<file path="src/rtl/clk_gen_pkg.sv">
// Shared constants for the clock-generator stages.
//   ds_width_gp     : width of the downsample value used by the divider and config interface
//   ds_reset_val_gp : downsample value in force after reset
//   ds_val_t        : convenience type for a downsample value of the default width
package clk_gen_pkg;

    localparam int ds_width_gp     = 8;
    localparam int ds_reset_val_gp = 0;

    typedef logic [ds_width_gp-1:0] ds_val_t;

endpackage

</file>
<file path="src/rtl/clk_gen_ds_counter.sv">
// Divide counter for the clock downsampler.
// Counts 0..ds_active_i and flips the output level each time it reaches
// ds_active_i, giving an output period of 2*(ds_active_i+1) clk_i cycles.
// Ports:
//   clk_i       : raw oscillator clock
//   reset_i     : synchronous active-high reset
//   en_i        : count enable; low holds counter and output level
//   ds_active_i : downsample value currently in force
//   toggle_o    : high in the cycle whose posedge will flip clk_o
//   clk_o       : divided clock level (registered)
module clk_gen_ds_counter
    import clk_gen_pkg::*;
#(
    parameter int width_p = ds_width_gp
) (
    input  logic               clk_i,
    input  logic               reset_i,
    input  logic               en_i,
    input  logic [width_p-1:0] ds_active_i,
    output logic               toggle_o,
    output logic               clk_o
);

    logic [width_p-1:0] cnt_r;

    // The active value only changes on a toggle, when the counter returns to 0,
    // so the equality compare is enough to keep cnt_r <= ds_active_i.
    assign toggle_o = en_i & (cnt_r == ds_active_i);

    // NOTE: sequential state uses non-blocking assignments so every register
    // samples pre-edge values regardless of statement order.
    always_ff @(posedge clk_i) begin
        if (reset_i) begin
            cnt_r <= '0;
            clk_o <= 1'b0;
        end else if (toggle_o) begin
            cnt_r <= '0;
            clk_o <= ~clk_o;
        end else if (en_i) begin
            cnt_r <= cnt_r + width_p'(1);
        end
    end

endmodule

</file>
<file path="src/rtl/clk_gen_downsampler.sv">
// Programmable even divider for the ring-oscillator output.
// A new downsample value N is taken through a valid/ready handshake into a
// shadow register and moved into force only at the end of a full output
// period (clk_o falling), so the core never sees a runt pulse.
// Output period = 2*(N+1) clk_i cycles, 50% duty.
// Ports:
//   clk_i        : raw oscillator clock, the only clock
//   reset_i      : synchronous active-high reset, dominates all inputs
//   en_i         : count enable
//   ds_v_i       : new downsample value valid
//   ds_i         : new downsample value N
//   ds_ready_o   : a new value can be accepted
//   ds_pending_o : a value is accepted but not yet applied
//   ds_active_o  : downsample value currently in force
//   clk_o        : divided clock (registered)
module clk_gen_downsampler
    import clk_gen_pkg::*;
#(
    parameter int                 width_p     = ds_width_gp,
    parameter logic [width_p-1:0] reset_val_p = width_p'(ds_reset_val_gp)
) (
    input  logic               clk_i,
    input  logic               reset_i,
    input  logic               en_i,
    input  logic               ds_v_i,
    input  logic [width_p-1:0] ds_i,
    output logic               ds_ready_o,
    output logic               ds_pending_o,
    output logic [width_p-1:0] ds_active_o,
    output logic               clk_o
);

    logic [width_p-1:0] shadow_r;
    logic               toggle;
    logic               accept;
    logic               apply;

    clk_gen_ds_counter #(
        .width_p (width_p)
    ) u_cnt (
        .clk_i       (clk_i),
        .reset_i     (reset_i),
        .en_i        (en_i),
        .ds_active_i (ds_active_o),
        .toggle_o    (toggle),
        .clk_o       (clk_o)
    );

    assign ds_ready_o = ~ds_pending_o;
    assign accept     = ds_v_i & ds_ready_o;
    // A toggle while clk_o is high is the 1->0 edge that closes a full period.
    assign apply      = toggle & clk_o & ds_pending_o;

    // NOTE: reset restores every register here; a pending value is discarded
    // rather than carried across reset.
    always_ff @(posedge clk_i) begin
        if (reset_i) begin
            shadow_r     <= '0;
            ds_active_o  <= reset_val_p;
            ds_pending_o <= 1'b0;
        end else if (accept) begin
            // accept and apply are exclusive: accept needs pending low, apply needs it high
            shadow_r     <= ds_i;
            ds_pending_o <= 1'b1;
        end else if (apply) begin
            ds_active_o  <= shadow_r;
            ds_pending_o <= 1'b0;
        end
    end

endmodule

</file>
<file path="config.mk">
export PLATFORM = sky130hd
export DESIGN_NAME = clk_gen_downsampler
export DESIGN_NICKNAME = d
export VERILOG_FILES = /design/src/rtl/clk_gen_pkg.sv /design/src/rtl/clk_gen_ds_counter.sv /design/src/rtl/clk_gen_downsampler.sv
export SDC_FILE = /design/constraint.sdc
export NUM_CORES = 1
export LEC_CHECK = 0
export ABC_AREA = 1
export CORE_ASPECT_RATIO = 1.2
export CORE_MARGIN = 3
export CORE_UTILIZATION = 40
export DETAILED_ROUTE_END_ITERATION = 6
export DONT_BUFFER_PORTS = 1
export GPL_TIMING_DRIVEN = 0
export HOLD_SLACK_MARGIN = 0.1
export MAX_ROUTING_LAYER = met4
export SLEW_MARGIN = 10
export SYNTH_ARGS = -nofsm -noshare
export SYNTH_HDL_FRONTEND = slang
export SYNTH_HIERARCHICAL = 1
export SYNTH_SLANG_ARGS = --single-unit
export TNS_END_PERCENT = 100
</file>
<file path="constraint.sdc">
create_clock -name clk_i -period 3.2 [get_ports clk_i]
set_clock_uncertainty 0.15 [all_clocks]
set_input_delay 0.32 -clock clk_i [delete_from_list [all_inputs] [get_ports clk_i]]
set_output_delay 0.32 -clock clk_i [all_outputs]
set_load 0.1 [all_outputs]
</file>
==> flow_summary_export.csv, run 1 <==
group,metric,value,unit
final_layout,drive_above_1_share,11.66,%
floorplan,start_util,42.96,%
drt,drc,0,
floorplan,io_pins,23,
sta,slew_violations,0,
synth,synthDistinctLibCells,25,
final_layout,fillers,344,
power_and_ir_drop,p_per_area,461.1,nW/um^2
synth,ys_warn_count,6,
setup_path,regToRegStartpoint,"ds_active_o[0]",
setup_path,worstSetupPathType,"register to register",
clock_network,clock_path_buffers,2,
global_route,grt_pass1_vias,980,
synth,synth-edff-count,0,
floorplan,dieArea,4139,um^2
synth,synth-xor-area-share,3.864,%
power_and_ir_drop,clockPowerShare,23.5,%
final_layout,syn_to_final_growth,14.08,%
place,dp_hpwl,1.855,mm
setup_path,critPathCapture,"u_cnt/cnt_r[1]",
global_route,grt_use_total,13.18,%
clock_network,cts_tree,"built",
drt,avgRoutedWirePerCell,9.541,um
final_layout,final_common_cell,"nand2_1",
final_layout,final_cell_mix,"nand2_1, nor2_1, inv_1, dfxtp_1, dlygate4sd3_1",
power_and_ir_drop,power_frac_seq,59.5,%
global_route,grt_overflow,0,
sta,worst_pin_slew,1164,ps
final_layout,nNetsFinal,237,
floorplan,die_width,59.23,um
sta,tns,0,ps
flow_run,cap_violations,0,
floorplan,core-area,3166,um^2
clock_network,clock_sinks,26,
power_and_ir_drop,fin_total_pwr,0.7154,mW
hold_path,hold_path.class,"primary input to register",
sta,post-route-period-util,84.46,%
clock_network,cts_buffers,3,
drt,via_per_inst,4.270,
clock_network,cts_resized,0,
sta,maxSlewHeadroom,22.33,%
drt,drtIter0Drc,46,
sta,finalCriticalPeriod,2703,ps
synth,synth.largest_area_cell,"dfxtp_1",
synth,yosys.area_share.simple,41.67,%
floorplan,die_h,69.88,um
synth,synthMuxAreaShare,0,%
power_and_ir_drop,p_leak,0.7624,nW
clock_network,path_clk_slew,140,ps
drt,ant_nets,0,
clock_network,htree_levels,1,
synth,syn-instance-count,208,
setup_path,worst_ep_arrival_time,2780,ps
power_and_ir_drop,ir_worst_vdd,0.2488,mV
synth,synth_top_family_by_area,"simple AND/OR/NAND/NOR gates",
synth,synthFlopType,"dfxtp_1",
drt,wirelength,2.471,mm
synth,synth_nets,221,
synth,ys_ff_latch,26,
place,port_buffers,0,
sta,rsz0062_at_grt,"no",
sta,hold_viol_final,0,
setup_path,worstPathRequired,3280,ps
status,outcome,"complete, no violations",
setup_path,worstPathMaxFanout,8,
setup_path,crit_start,"ds_active_o[0]",
power_and_ir_drop,p_int,0.4620,mW
setup_path,reg2reg_depth,8,
clock_network,insertion_delay,320,ps
clock_network,postCtsSetupBuffers,0,
hold_path,min_path_cells,3,
synth,synth-async-reset-ratio,0,%
floorplan,rows,22,
power_and_ir_drop,swShare,35.41,%
global_route,grt_pass1_wl,4.160,mm
setup_path,r2r_slack,500,ps
setup_path,startpoint_type,"register",
global_route,grt_max_degree,15,
sta,setup_violations,0,
power_and_ir_drop,p_switching,0.2533,mW
synth,avgSynthCellArea,6.539,um^2
synth,synth_compound_area_share,2.576,%
synth,synth-seq-area-share,38.27,%
global_route,antenna_found_initial,0,
synth,synthAdderAreaFrac,0.9200,%
drt,vias,1106,
final_layout,final_core_util,49.01,%
setup_path,end_kind,"register",
synth,synth_area,1360,um^2
place,gp_congestion,0.8466,
power_and_ir_drop,comb_power_share,17.1,%
synth,synth_top_area_share,38.27,%
sta,clock.fmax,370.0,MHz
final_layout,antenna_cells,0,
setup_path,reg2reg_to,"u_cnt/cnt_r[1]",
synth,synthTopCellsByArea,"dfxtp_1, nand2_1, nor2_1, inv_1, xor2_1",
clock_network,root_buffer,"clkbuf_4",
drt,dr.pass1.iters,4,
==> power by group through the flow <==
stage	clock network (mW)	registers, mW	logic (mW)
2_1_floorplan	0	0.427	0.0985
3_3_place_gp	0	0.432	0.112
3_5_place_dp	0	0.433	0.112
4_1_cts	0.174	0.426	0.124
5_1_grt	0.186	0.429	0.140
6_report	0.168	0.425	0.122
==> worst max-delay path, stage by stage, from the launching register on <==
cell,delay (ps)
dfxtp_1,1080
inv_1,100
nand2_1,120
nand2_1,50
nor2_1,110
nand3_2,110
o21ai_4,270
nor2_1,60
dlygate4sd3_1,550
==> worst min-delay path by stage <==
| stage | to | from |
|---|---|---|
| finish | ds_pending_o | ds_v_i |
| global route | ds_pending_o | ds_v_i |
| CTS | ds_pending_o | ds_v_i |
| detailed placement | ds_active_o[3] | shadow_r[3] |
| global placement | shadow_r[5] | shadow_r[5] |
| floorplan | ds_active_o[0] | shadow_r[0] |
==> final cells by class <==
class / instances / area, um^2 / area share, %
multi-input combinational: 140 / 666.9 / 42.98
sequential: 26 / 520.5 / 33.55
inverter: 39 / 146.4 / 9.435
timing repair buffer: 11 / 110.1 / 7.097
tap: 36 / 45.04 / 2.903
clock buffer: 4 / 36.28 / 2.339
buffer: 3 / 26.28 / 1.694
==> flip-flops by register name (all words and copies together) (netlist names) <==
register and flops:
ds_active_o 8, ds_pending_o 1, shadow_r 8, u_cnt/clk_o 1
u_cnt/cnt_r 8
==> cells by family (layout without fill, tap and decap cells) <==
family          after synthesis  after routing
xor+xnor                      6              6
compound gates                4              4
simple gates                129            129
flops                        26             26
buf+inv                      42             57
fa+ha+maj                     1              1
==> routing by layer <==
metal	vias up	part of all wire, %	GRT usage (%)
li1	636	-	-
met1	452	48	15.59
met2	14	47	21.26
met3	4	4.0	3.327
met4	0	1.2	4.534
met5	-	0	-
==> stage by stage <==
stage          worst slack [ps]  area, um^2  hold slack (ps)  std cells
6_report                  497.4        1551            116.4        259
5_1_grt                   354.4        1551            110.3        259
4_1_cts                   493.4        1551            108.8        259
3_5_place_dp              697.6        1405            322.6        244
3_3_place_gp              695.5        1405            315.8        244
2_1_floorplan             875.5        1360            305.8        208
==> synth_stat cells, types with 2 or more instances <==
master    n
nand2_1  61
nor2_1   47
inv_1    35
dfxtp_1  26
nor2_2    6
nand3_1   5
xor2_1    5
inv_2     4
a21oi_1   2
buf_4     2
==> what timing repair did <==
item / CTS / global route
hold endpoints to repair: 22 / 0
hold buffers: 11 / 0
setup endpoints to repair: 0 / 0
Power figures use the tool's default switching activity.
==> run 2, diff against run 1 <==
==> constraint.sdc (replaced) <==
create_clock -name clk_i -period 2.3 [get_ports clk_i]
set_clock_uncertainty 0.15 [all_clocks]
set_input_delay 0.23 -clock clk_i [delete_from_list [all_inputs] [get_ports clk_i]]
set_output_delay 0.23 -clock clk_i [all_outputs]
set_load 0.1 [all_outputs]
==> run 2 against run 1 <==
Net effect:
- critical path depth grew 2
- die area is the same
- sequential cell count is the same
- utilization is the same
- sequential power grew 40%
- sequential share of layout area grew 0.89 points
- worst hold slack gained 9.0 ps
- via count shrank 0.90%
- fmax grew 27%
- largest cell class unchanged
==> flow_summary_export.csv, run 2 (synthesized netlist as in run 1, its figures left out) <==
group,metric,value,unit
floorplan,io_pins,23,
global_route,grt_max_degree,14,
place,gp_congestion,0.8412,
sta,hold_viol_final,0,
clock_network,clock_sinks,26,
global_route,grt_use_total,13.28,%
place,place_area,1408,um^2
final_layout,nNetsFinal,237,
place,post-place-ws,-172.6,ps
sta,finalCriticalPeriod,2126,ps
floorplan,core-area,3166,um^2
drt,wirelength,2.483,mm
floorplan,rows,22,
sta,rsz0062_at_grt,"no",
clock_network,cts_tree,"built",
global_route,grt_pass1_vias,974,
sta,slew_violations,0,
global_route,antenna_found_initial,0,
setup_path,crit_chain,"inv_1, nand2_1, nand2_1, nor2_1, nand3_2, nor2_2, nand3_4, buf_6, nor2_1, nor2_1",
power_and_ir_drop,p_per_area,613.9,nW/um^2
sta,maxSlewHeadroom,28.01,%
drt,avgRoutedWirePerCell,9.624,um
sta,worst_pin_slew,1078,ps
flow_run,cap_violations,0,
setup_path,r2r_slack,170,ps
final_layout,drive_above_1_share,15.32,%
power_and_ir_drop,p_leak,0.7570,nW
drt,drc,0,
setup_path,slowest_delay,730,ps
sta,post-route-period-util,92.42,%
clock_network,root_buffer,"clkbuf_4",
drt,vias,1096,
setup_path,crit_start,"ds_active_o[0]",
floorplan,dieArea,4139,um^2
final_layout,final_cell_mix,"nand2_1, nor2_1, inv_1, dfxtp_1, dlygate4sd3_1",
setup_path,end_kind,"register",
clock_network,htree_levels,1,
sta,fin_hold_ws,125.4,ps
setup_path,worstPathRequired,2370,ps
sta,setup_violations,0,
drt,via_per_inst,4.248,
final_layout,final_cells,258,
clock_network,clock_path_buffers,2,
clock_network,postCtsSetupBuffers,0,
sta,layout_setup_ws,174.2,ps
final_layout,syn_to_final_growth,14.08,%
setup_path,critPathSlowestCell,"dfxtp_2",
setup_path,reg2reg_depth,10,
sta,clock.fmax,470.4,MHz
global_route,grt_overflow,0,
final_layout,stdcell_area,1551,um^2
setup_path,worstSetupPathType,"register to register",
final_layout,reg.largest.list,"ds_active_o: 8 flops, shadow_r: 8 flops, u_cnt/cnt_r: 8 flops",
floorplan,die_h,69.88,um
hold_path,min_to,"u_cnt/cnt_r[3]",
hold_path,min_from,"en_i",
place,dp_hpwl,1.873,mm
setup_path,regToRegStartpoint,"ds_active_o[0]",
floorplan,start_util,42.96,%
clock_network,path_clk_slew,140,ps
place,placed_cells,244,
clock_network,cts_buffers,3,
final_layout,antenna_cells,0,
hold_path,hold_path.class,"primary input to register",
floorplan,die_width,59.23,um
hold_path,min_path_cells,4,
drt,ant_nets,0,
drt,dr.pass1.iters,4,
drt,drtIter0Drc,55,
final_layout,final_common_cell,"nand2_1",
global_route,grt_pass1_wl,4.367,mm
setup_path,startpoint_type,"register",
setup_path,worstPathMaxFanout,10,
setup_path,worst_ep_arrival_time,2200,ps
status,outcome,"complete, no violations",
setup_path,cp_common_cell,"nor2_1",
power_and_ir_drop,ir_worst_vdd,0.3978,mV
place,port_buffers,0,
setup_path,reg2reg_to,"ds_active_o[4]",
clock_network,insertion_delay,310,ps
-- run 2: worst max-delay path, delay by kind of cell, from the launching register on --
family,cells,cell delay [ps]
AND/OR/NAND/NOR,8,840
buffers and inverters,2,310
flip-flops,1,730
-- run 2: area by class of cell --
type / instances / area [um^2]
multi-input combinational: 140 / 666.9
tap: 36 / 45.04
timing repair buffer: 11 / 110.1
clock buffer: 3 / 22.52
inverter: 39 / 146.4
fill: 331 / 1614
sequential: 26 / 534.3
buffer: 3 / 26.28
-- run 2: timing repair --
item                       in CTS  in global routing
hold endpoints to repair       23                  0
resized for setup               7                  1
hold buffers                   11                  0
setup endpoints to repair       9                  9
-- run 2: per-stage QoR --
step | util (%) | setup TNS, ps | power (mW)
6_report | 49.01 | 0 | 0.9524
3_3_place_gp | 44.47 | -1477 | 0.7603
5_1_grt | 49.01 | 0 | 1.017
3_5_place_dp | 44.47 | -1495 | 0.7614
4_1_cts | 48.93 | 0 | 0.9656
2_1_floorplan | - | 0 | 0.7323
-- run 2: how the worst max path moves through the flow --
stage / to / slack (ps) / cells past startpoint
after floorplan: ds_pending_o / 6 / 9
after global placement: ds_active_o[2] / -190 / 10
after detailed placement: ds_active_o[4] / -170 / 10
after CTS: ds_active_o[4] / 150 / 10
after global routing: ds_active_o[5] / 3 / 10
final: ds_active_o[4] / 170 / 10
-- run 2: report_power, final --
| part | leakage (nW) | switching, mW | internal (mW) | total [mW] |
|---|---|---|---|---|
| Sequential | 0.217 | 0.114 | 0.479 | 0.593 |
| Clock | 0.0138 | 0.127 | 0.0611 | 0.188 |
| Combinational | 0.526 | 0.103 | 0.0681 | 0.171 |
-- run 2: routing by layer --
layer,vias to the layer above,GRT usage [%],share of wire [%]
li1,634,-,-
met1,447,16.89,48
met2,13,21.26,48
met3,2,2.773,3.7
met4,0,3.023,0.56
met5,-,-,0
